<file path="src/rtl/audio_rec_pkg.sv">
// rtl/audio_rec_pkg.sv - shared constants for the audio record/playback sequencer
package audio_rec_pkg;

  localparam int DW_DEF    = 16;
  localparam int DEPTH_DEF = 2000;
  localparam int AW_DEF    = 11;

  localparam logic [1:0] ST_IDLE  = 2'd0;
  localparam logic [1:0] ST_REC   = 2'd1;
  localparam logic [1:0] ST_PLAY  = 2'd2;
  localparam logic [1:0] ST_FETCH = 2'd3;

endpackage

</file>
<file path="src/rtl/audio_rec_ctrl.sv">
// rtl/audio_rec_ctrl.sv - record/playback sequencer driving an external single-port sample RAM
module audio_rec_ctrl
  import audio_rec_pkg::*;
#(
  parameter int DW    = DW_DEF,
  parameter int DEPTH = DEPTH_DEF,
  parameter int AW    = AW_DEF
) (
  input  logic          iCLK,
  input  logic          iRST_N,
  input  logic          iSTART,
  input  logic          iSTOP,
  input  logic          iMODE,
  input  logic          iLOOP,
  input  logic          iSAMPLE_STB,
  input  logic [DW-1:0] iAUD_IN,
  output logic [AW-1:0] oMEM_ADDR,
  output logic          oMEM_WE,
  output logic [DW-1:0] oMEM_WDATA,
  input  logic [DW-1:0] iMEM_RDATA,
  output logic [DW-1:0] oAUD_OUT,
  output logic [AW-1:0] oLEN,
  output logic [1:0]    oSTATE,
  output logic          oDONE,
  output logic          oOVR
);

  localparam logic [AW-1:0] LAST_ADDR = AW'(DEPTH - 1);

  logic [1:0]    state_q, state_d;
  logic [AW-1:0] addr_q, addr_d;
  logic [AW-1:0] len_q, len_d;
  logic [AW-1:0] mem_addr_q, mem_addr_d;
  logic          mem_we_q, mem_we_d;
  logic [DW-1:0] mem_wdata_q, mem_wdata_d;
  logic [DW-1:0] aud_out_q, aud_out_d;
  logic          done_q, done_d;
  logic          ovr_q, ovr_d;
  logic          wait_q, wait_d;
  // fin_q: final write/load just issued; leave for IDLE on the next cycle
  logic          fin_q, fin_d;
  logic [AW-1:0] addr_inc;

  assign addr_inc = addr_q + 1'b1;

  always_comb begin
    state_d     = state_q;
    addr_d      = addr_q;
    len_d       = len_q;
    mem_addr_d  = mem_addr_q;
    mem_we_d    = 1'b0;
    mem_wdata_d = mem_wdata_q;
    aud_out_d   = aud_out_q;
    done_d      = 1'b0;
    ovr_d       = ovr_q;
    wait_d      = 1'b0;
    fin_d       = 1'b0;

    if (state_q != ST_IDLE && iSTOP) begin
      state_d   = ST_IDLE;
      aud_out_d = '0;
    end else begin
      case (state_q)
        ST_IDLE: begin
          if (iSTART && !iSTOP) begin
            if (iMODE) begin
              state_d = ST_REC;
              addr_d  = '0;
              len_d   = '0;
              ovr_d   = 1'b0;
            end else if (len_q != '0) begin
              state_d = ST_PLAY;
              addr_d  = '0;
              ovr_d   = 1'b0;
            end
          end
        end
        ST_REC: begin
          if (fin_q) begin
            state_d   = ST_IDLE;
            done_d    = 1'b1;
            aud_out_d = '0;
          end else if (iSAMPLE_STB) begin
            mem_addr_d  = addr_q;
            mem_wdata_d = iAUD_IN;
            mem_we_d    = 1'b1;
            addr_d      = addr_inc;
            len_d       = addr_inc;
            fin_d       = (addr_q == LAST_ADDR);
          end
        end
        ST_PLAY: begin
          if (fin_q) begin
            state_d   = ST_IDLE;
            done_d    = 1'b1;
            aud_out_d = '0;
          end else if (iSAMPLE_STB) begin
            mem_addr_d = addr_q;
            state_d    = ST_FETCH;
          end
        end
        default: begin
          if (iSAMPLE_STB) ovr_d = 1'b1;
          // first FETCH cycle covers the RAM's registered read
          if (!wait_q) begin
            wait_d = 1'b1;
          end else begin
            aud_out_d = iMEM_RDATA;
            state_d   = ST_PLAY;
            if (addr_inc == len_q && iLOOP) begin
              addr_d = '0;
            end else begin
              addr_d = addr_inc;
              fin_d  = (addr_inc == len_q);
            end
          end
        end
      endcase
    end
  end

  always_ff @(posedge iCLK or negedge iRST_N) begin
    if (!iRST_N) begin
      state_q     <= ST_IDLE;
      addr_q      <= '0;
      len_q       <= '0;
      mem_addr_q  <= '0;
      mem_we_q    <= 1'b0;
      mem_wdata_q <= '0;
      aud_out_q   <= '0;
      done_q      <= 1'b0;
      ovr_q       <= 1'b0;
      wait_q      <= 1'b0;
      fin_q       <= 1'b0;
    end else begin
      state_q     <= state_d;
      addr_q      <= addr_d;
      len_q       <= len_d;
      mem_addr_q  <= mem_addr_d;
      mem_we_q    <= mem_we_d;
      mem_wdata_q <= mem_wdata_d;
      aud_out_q   <= aud_out_d;
      done_q      <= done_d;
      ovr_q       <= ovr_d;
      wait_q      <= wait_d;
      fin_q       <= fin_d;
    end
  end

  assign oSTATE     = state_q;
  assign oMEM_ADDR  = mem_addr_q;
  assign oMEM_WE    = mem_we_q;
  assign oMEM_WDATA = mem_wdata_q;
  assign oAUD_OUT   = aud_out_q;
  assign oLEN       = len_q;
  assign oDONE      = done_q;
  assign oOVR       = ovr_q;

endmodule

</file>
<file path="config.mk">
export PLATFORM = sky130hd
export DESIGN_NAME = audio_rec_ctrl
export DESIGN_NICKNAME = d
export VERILOG_FILES = /design/src/rtl/audio_rec_pkg.sv /design/src/rtl/audio_rec_ctrl.sv
export SDC_FILE = /design/constraint.sdc
export NUM_CORES = 1
export LEC_CHECK = 0
export BUFFER_PORTS_ARGS = -buffer_cell sky130_fd_sc_hd__buf_2
export CORE_MARGIN = 4
export CORE_UTILIZATION = 50
export CTS_CLUSTER_DIAMETER = 60
export DETAILED_ROUTE_END_ITERATION = 7
export HOLD_SLACK_MARGIN = 0.03
export PLACE_DENSITY = 0.77
export SYNTH_ARGS = -nofsm -noshare
export SYNTH_HDL_FRONTEND = slang
export SYNTH_SLANG_ARGS = --single-unit
</file>
<file path="constraint.sdc">
create_clock -name iCLK -period 4.8 [get_ports iCLK]
set_clock_uncertainty 0.15 [all_clocks]
set_input_delay 0.24 -clock iCLK [delete_from_list [all_inputs] [get_ports iCLK]]
set_output_delay 0.24 -clock iCLK [all_outputs]
set_load 0.05 [all_outputs]
</file>
* After elaboration in Yosys (flattened, before gate mapping)
Index checks and enable logic that the tools add are counted.
Storage, ports and cells: word-level logic and storage cells 98, bits in latches 0, memories kept 0, bits in read-only memories 0, bits in registers 72, input bits 39, output and inout port bits 59, bits in writable memories 0
Operators by class: $lt $le $gt $ge 0, $add $sub $neg 1, reduce and logical (&&, ||, !) cells 22, equality and inequality tests 15, bitwise operators 4, muxes and demuxes 45, div/mod/pow operators 0, multiply operators 0, shift operators 0
Operator list (number):
- 2-to-1 mux 11 bit | 9
- 2-to-1 mux 16 bit | 3
- one-hot mux 11 bit (3 select lines) | 1
- one-hot mux 16 bit (2 select lines) | 1
- one-hot mux 11 bit (2 select lines) | 1
- 2-to-1 mux 1 bit | 19
- 2-to-1 mux 2 bit | 8
- adder 11 x 1 -> 11 bit (second input constant) | 1
- == test 11 bit | 1
- == test 11 bit (second input constant) | 1
- nonzero test 11 bit | 1
- inequality test 2 bit (second input constant) | 5
- AND reduction 5 bit | 2
- inequality test 3 bit (second input constant) | 3
- inequality test 4 bit (second input constant) | 2
- AND reduction 4 bit | 2
- AND reduction 7 bit | 1
- one-hot mux 2 bit (3 select lines) | 1
- AND reduction 6 bit | 1
- nonzero test 2 bit | 3
- nonzero test 3 bit | 2
- nonzero test 5 bit | 1
- inverter 1 bit | 4
- one-hot mux 1 bit (2 select lines) | 2
- other kinds (9) | 12

* Depth between registers and ports, before layout
Gate-level depths: netlist of run 1.
word-level depth 7, mapped depth 9, mapped depth without buffers 8

* Worst setup path after synthesis of run 1
No wires, ideal clock.
path kind register to register, start register addr_q[0], end register addr_q[9], required time 4.529 ns, buffers on the path 1, cell stages (with the launch flop) 10, clock period less this slack 2.589 ns, setup time 0.121 ns, arrival 2.318 ns, path slack 2.211 ns, cell sequence dfrtp_1 > ha_1 > and3_1 > and3_4 > or3_4 > a221oi_2 > a41o_2 > buf_6 > o21ai_1 > a22o_1
On the way: longest elaborated chain between the ends 6, elaborated cells on any way between the ends 8, classes of those cells 1 x add/sub; 1 x eq/ne; 5 x mux; 1 x reduce/logical
Ends and longest elaborated chain:
- start: declaration | RTL line audio_rec_ctrl.sv:31 | logic [AW-1:0] addr_q, addr_d;
- start signal: assignment | RTL line audio_rec_ctrl.sv:137 | addr_q <= addr_d;
- adder 11 x 1 -> 11 bit * | RTL line audio_rec_ctrl.sv:44 | assign addr_inc = addr_q + 1'b1;
- == test 11 bit | RTL line audio_rec_ctrl.sv:110 | if (addr_inc == len_q && iLOOP) begin
- logical AND 1 bit | RTL line audio_rec_ctrl.sv:110
- 2-to-1 mux 11 bit | RTL line audio_rec_ctrl.sv:110
- 2-to-1 mux 11 bit | RTL line audio_rec_ctrl.sv:105 | if (!wait_q) begin
- one-hot mux 11 bit (3 select lines) * | RTL line audio_rec_ctrl.sv:63 | case (state_q)
Every way passes the cells marked *; elsewhere a longest branch is shown, timed or not. The select of a mux whose other input is x is not followed. A chain may end at the register's enable or synchronous reset.

* Final worst setup path of run 1
start register addr_q[0], end register addr_q[0]
Same word-level chain as after synthesis.

==> metrics, run 1 <==
RSZ-0062 raised after global routing=false; status=complete, no violations; leakage=between 2 and 2.5 nW; P_int=0.00154 W; Worst Tran Pin Value=0.888 ns; DR vias=about 3200; cts repair resizes=0; period utilisation layout=0.598; GR Layer Usage met2=0.372; clock buffer depth=2; overall die height=around 93 µm; Final Hold Slack=around 0.063 ns; multi-input logic area=between 1500 and 2000 µm²; mean post-synth cell area=about 9.8 µm²; first-pass GRT wire length=around 16000 µm; diode count=0; GR Util met3=0.0439; CP Class=reg -> reg; vias per inst=between 5 and 6; initial antenna violation count=0; Sink Count=72; cts hold-fix bufs=34; final slew viol count=0; post-route cell area=between 4000 and 5000 µm²; CP Max Fanout=11; largest net degree at the start of global routing=73; Die Area=about 8600 µm²; Distinct cells, synth=52; Setup crit start kind=register; drt pass-1 iters=4; Sw Pwr=around 0.0014 W; setup TNS=0 ns; GR met1 Demand/Resource=0.299; Crit path required time=4.89 ns; clk root buf=clkbuf_8; TritonCTS buffer count=9; area grow syn2layout=30.4%; sequential cell area fraction in the yosys report=0.503; Final ANT Viol Nets=0; register area=~1800 µm²; I/O Buffers=97; Switching Share=0.472; final net count=536; setup bufs post-CTS=0; clock latency on the worst-skew pair=about 0.35 ns; Reg2Reg Setup Slack=a little under 2 ns; Post-synth EDFFs=0; Crit. Startpoint=addr_q[0]; gr usage total=0.231; worst flop-to-flop path startpoint=addr_q[0]; final hold vios=0; Top FF cell, synth=dfrtp_1; relative slew slack=0.408; MaxCap Viol Count=0; DP Wirelength=~6000 µm; DRC violations left=0; vias in the first global route=~3200; cell count after synthesis=~370; placed inst area=4080 µm²; Syn Nets=410; Clock transition at path regs=0.08 ns; sequential power share=0.309; Initial Util=0.522; ys async rst share=1.00; CTS HTree Levels=3; clock network power share=0.208; Yosys warning count=0; fmax=~350 MHz; Pwr Density=623 nW/µm²; crit end category=register; min Tclk post-route=approximately 2.9 ns; Post-Syn Area=around 3600 µm²; crit path DAT=2.96 ns; num rows=30; final setup vio count=0; Iter 0 DRT Violations=240; Layout fillers=between 500 and 600; chip width=about 93 µm; post-synthesis sequential element count=72; VDD IR-drop max=0.474 mV; CTS tree=built; combinational share of power=0.483; Hold Path Class=in -> reg; Routed WL=roughly 9500 µm; # IOs=just under 100; WL/cell=roughly 16 µm; core box area=about 7000 µm²; worst hold start=iSAMPLE_STB; gpl congestion=between 0.8 and 0.9; Remaining Overflow, GRT=0; grt peak-use layer=met2; layout cells sized above 1=0.282
layout make-up:
type / count / area share
well taps: 96 / 0.0257
clock buffers: 11 / 0.0324
flip-flops and latches: 72 / 0.386
inverters: 14 / 0.0112
clock inverters: 5 / 0.0220
multi-input cells: 260 / 0.341
repair buffers: 134 / 0.182
critical path: stages, from the launching register on:
cell and delay, ns:
dfrtp_1 0.47, ha_1 0.32, and3_1 0.21, and3_4 0.20, or3_4 0.37, a221oi_2 0.27, a41o_2 0.38, nor2_4 0.10
mux2_2 0.27
through the flow:
step           total power, W  cells  worst slack [ns]   util
6_report              0.00291    592              1.93  0.680
5_1_grt               0.00306    592              1.83  0.680
4_1_cts               0.00290    592              1.96  0.680
3_5_place_dp          0.00227    542              1.98  0.594
3_3_place_gp          0.00224    542              2.04  0.594
2_1_floorplan         0.00195    365              2.21      -
cell families (layout without fill, tap and decap cells):
| logic type | Yosys count | in the layout | share of synthesized area |
|---|---|---|---|
| compound gates | 78 | 78 | 0.153 |
| xor+xnor | 15 | 15 | 0.0367 |
| fa+ha+maj | 6 | 6 | 0.0209 |
| buf+inv | 33 | 164 | 0.0524 |
| flops | 72 | 72 | 0.503 |
| mux | 14 | 14 | 0.0429 |
| simple gates | 147 | 147 | 0.191 |
cell usage after synthesis, types with 4 or more instances:
master	number	area [µm²]
nand2_1	79	297
dfrtp_1	72	1800
a22o_1	25	219
nor2_1	23	86.3
o21ai_0	18	90.1
inv_1	13	48.8
mux2_2	11	124
clkbuf_1	9	33.8
o21ai_1	9	45.0
xnor2_1	8	70.1
a21oi_1	7	35.0
nand3_1	7	35.0
xor2_1	7	61.3
ha_1	6	75.1
nor3_1	5	25.0
nor4_1	5	31.3
nand2b_1	4	25.0
power groups by stage:
stage / clock network [W] / registers (W) / logic [W]
final: 0.000605 / 0.000901 / 0.00141
after global routing: 0.000643 / 0.000920 / 0.00149
after CTS: 0.000616 / 0.000892 / 0.00140
after detailed placement: 0 / 0.000898 / 0.00137
after global placement: 0 / 0.000891 / 0.00135
after floorplan: 0 / 0.00141 / 0.000547
layout by cell type (no fill, tap or decap), types with 2 or more instances in the layout:
cell type	netlist	layout
buf_2	0	97
nand2_1	79	79
dfrtp_1	72	72
dlygate4sd3_1	0	34
a22o_1	25	25
nor2_1	23	23
o21ai_0	18	18
inv_1	13	13
mux2_2	11	11
clkbuf_8	3	11
o21ai_1	9	9
xnor2_1	8	8
a21oi_1	7	7
xor2_1	7	7
nand3_1	7	7
ha_1	6	6
nor3_1	5	5
nor4_1	5	5
nand2b_1	4	4
nand4_1	3	3
a31oi_1	3	3
mux2i_1	3	3
and2_1	3	3
bufinv_16	0	3
buf_4	3	3
and3_2	2	2
and3_1	2	2
nor3b_1	2	2
nand3b_1	2	2
o22ai_1	2	2
a41o_2	2	2
a211oi_1	2	2
a21o_1	2	2
sequential cells by signal, summed over array words and instances, names as in the netlist, 2 cells and up:
signal	count
addr_q	11
oAUD_OUT	16
oLEN	11
oMEM_ADDR	11
oMEM_WDATA	16
oSTATE	2
worst paths after layout:
kind / endpoint / cells after the start
max in group asynchronous: oMEM_WDATA[3] / 3
setup reg to reg: addr_q[0] / 8
hold / removal: oOVR / 3
setup / recovery: addr_q[0] / 8
min in group asynchronous: oSTATE[1] / 3
hold reg to reg: oMEM_WDATA[2] / 2
per-layer routing:
metal / up-vias / wire length (µm)
li1: 1522 / -
met1: 1558 / 4030
met2: 133 / 4610
met3: 27 / 613
met4: 0 / 281
met5: - / 0
No activity file was read; power rests on OpenSTA's default activity.
==> run 2: changes to the inputs <==
- clock period: 4.8 -> 2.8 ns (I/O delays scaled with it)
==> run 2 against run 1 <==
Flip-flop and latch count stayed put. Non-clock buffer count is 21 higher. Sequential power is 68% higher. Sequential share of layout area is 0.96 points lower. Combinational power is 77% higher. Routed wire length is 0.83% lower. First-iteration DRC count is 28% lower. Critical path type unchanged. Highest routed layer unchanged.
==> metrics, run 2 (synthesized netlist as in run 1, its figures left out) <==
status=complete, no violations; Iter 0 DRT Violations=172 (-28%); first-pass GRT wire length=15900 µm (+0.92%); setup ws final=0.0980 ns (-1.83 ns); Routed WL=9450 µm (-0.83%); WL/cell=15.4 µm (-4.2%); clock latency on the worst-skew pair=0.36 ns (about the same); Worst path depth=8 (unchanged); overall die height=92.7 µm (unchanged); Remaining Overflow, GRT=0 (unchanged); Crit. Startpoint=addr_q[1]; CTS tree=built; Reg2Reg Setup Slack=0.1 ns (-1.83 ns); largest net degree at the start of global routing=37 (-49%); final net count=557 (+3.9%); setup TNS=0 ns (unchanged); final setup vio count=0 (unchanged); Final ANT Viol Nets=0 (unchanged); relative slew slack=0.635 (+0.227); gpl congestion=0.862 (-4.2%); initial antenna violation count=0 (unchanged); crit path cell chain=ha_1 -> and3_1 -> and3_4 -> or3_4 -> a221oi_2 -> a41o_2 -> nor2_4 -> mux2_2; total power=0.00485 W (+67%); clk root buf=clkbuf_8; CP Max Fanout=11 (unchanged); most frequent cells in the layout=buf_2, nand2_1, dfrtp_1; crit path DAT=2.79 ns (-0.17 ns); MaxCap Viol Count=0 (unchanged); DR vias=3265 (+0.77%); Crit path required time=2.89 ns (-2.00 ns); Clock transition at path regs=0.09 ns (about the same); Layout fillers=516 (-6.5%); area grow syn2layout=33.7%; leakage=2.52 nW (+2.7%); final hold vios=0 (unchanged); drt pass-1 iters=4 (unchanged); worst r2r path cells=8 (unchanged); Initial Util=0.522 (unchanged); Hold Path Class=in -> reg; vias in the first global route=3275 (+1.3%); R2R Path End=addr_q[0]; diode count=0 (unchanged); final slew viol count=0 (unchanged); CP Class=reg -> reg; worst path bufs/invs=0 (unchanged); layout cells sized above 1=0.302 (+0.0195); CTS HTree Levels=3 (unchanged); period utilisation layout=0.965 (+0.367); core box area=6870 µm² (unchanged); num rows=30 (unchanged); multi-input logic area=1600 µm² (unchanged); Crit path max-delay family=simple AND/OR/NAND/NOR gates; pre-CTS setup slack=0.113 ns (-1.86 ns); Sink Count=72 (unchanged); register area=1800 µm² (unchanged); vias per inst=5.33 (-2.7%); cts repair resizes=0 (unchanged); Setup crit start kind=register; chip width=92.7 µm (unchanged); DP Wirelength=6430 µm (+4.7%); I/O Buffers=97 (unchanged); Worst Tran Pin Value=0.546 ns (-0.342 ns); Pwr Density=1010 nW/µm² (+63%); Worst path max stage delay=0.44 ns (-0.03 ns); # IOs=98 (unchanged); Critical-path top delay cell=dfrtp_1; VDD IR-drop max=0.679 mV (+43%); crit end category=register; worst flop-to-flop path startpoint=addr_q[1]; fmax=370 MHz (+6.3%); DRC violations left=0 (unchanged); TritonCTS buffer count=9 (unchanged); RSZ-0062 raised after global routing=false; final core area utilization=0.697 (+0.0173); clock buffer depth=2 (unchanged); commonest non-fill, non-tap cell in the layout=buf_2; Die Area=8580 µm² (unchanged); min Tclk post-route=2.70 ns (-0.170 ns); gr usage total=0.233 (+0.00163); critical path capture point=addr_q[0]
[run 2: changes by cell type in the layout (fill, tap and decap cells not counted)]
cell	delta
buf_4	+16
inv_6	+2
clkbuf_8	-2
dlygate4sd3_1	+5
clkinv_2	-1
clkinv_4	+1
bufinv_16	-2
clkinvlp_4	+2
[run 2: cell type report]
type	instances	share of cell area
Inverter	14	0.0110
Clock buffer	9	0.0259
Tap cell	96	0.0251
Multi-Input combinational cell	260	0.333
Clock inverter	7	0.0165
Sequential cell	72	0.376
Timing Repair Buffer	155	0.213
[run 2: tightest hold or removal path: stages]
cell and delay (ns):
buf_2 0.10, a31oi_1 0.13, nor2_1 0.13, a21oi_1 0.08
[run 2: worst min-delay path by stage]
stage | from | to | slack (ns) | cells past startpoint
global route | iSTART | oOVR | 0.13 | 4
finish | iSTART | oOVR | 0.11 | 4
detailed placement | iRST_N | oMEM_ADDR[10] | -0.21 | 1
global placement | iRST_N | oMEM_ADDR[10] | -0.21 | 1
floorplan | iRST_N | addr_q[0] | -0.31 | 0
CTS | iSTART | oOVR | 0.09 | 4
[run 2: report_power, final]
| group | total [W] | internal (W) | switching (W) |
|---|---|---|---|
| Combinational | 0.00249 | 0.000732 | 0.00176 |
| Sequential | 0.00151 | 0.00132 | 0.000188 |
| Clock | 0.000854 | 0.000419 | 0.000435 |
| Total | 0.00485 | 0.00247 | 0.00238 |
[run 2: metrics by stage]
step                      instances  instance area [µm²]  hold WS [ns]
after CTS                       613                 4790        0.0863
final                           613                 4790         0.112
after global placement          558                 4200        -0.208
after global routing            613                 4790         0.129
after detailed placement        558                 4200        -0.207
after floorplan                 365                 3580        -0.306
[run 2: routing by layer]
| metal | up-vias | global-route usage | part of all wire |
|---|---|---|---|
| met2 | 119 | 0.382 | 0.49 |
| met3 | 19 | 0.0536 | 0.057 |
| met5 | - | 0 | 0 |
| li1 | 1561 | - | - |
| met4 | 0 | 0.103 | 0.021 |
| met1 | 1566 | 0.293 | 0.43 |
[run 2: repair_timing]
item | CTS | global route
endpoints found under the hold margin | 108 | 0
hold buffers | 39 | 0
buffers inserted | 0 | 0
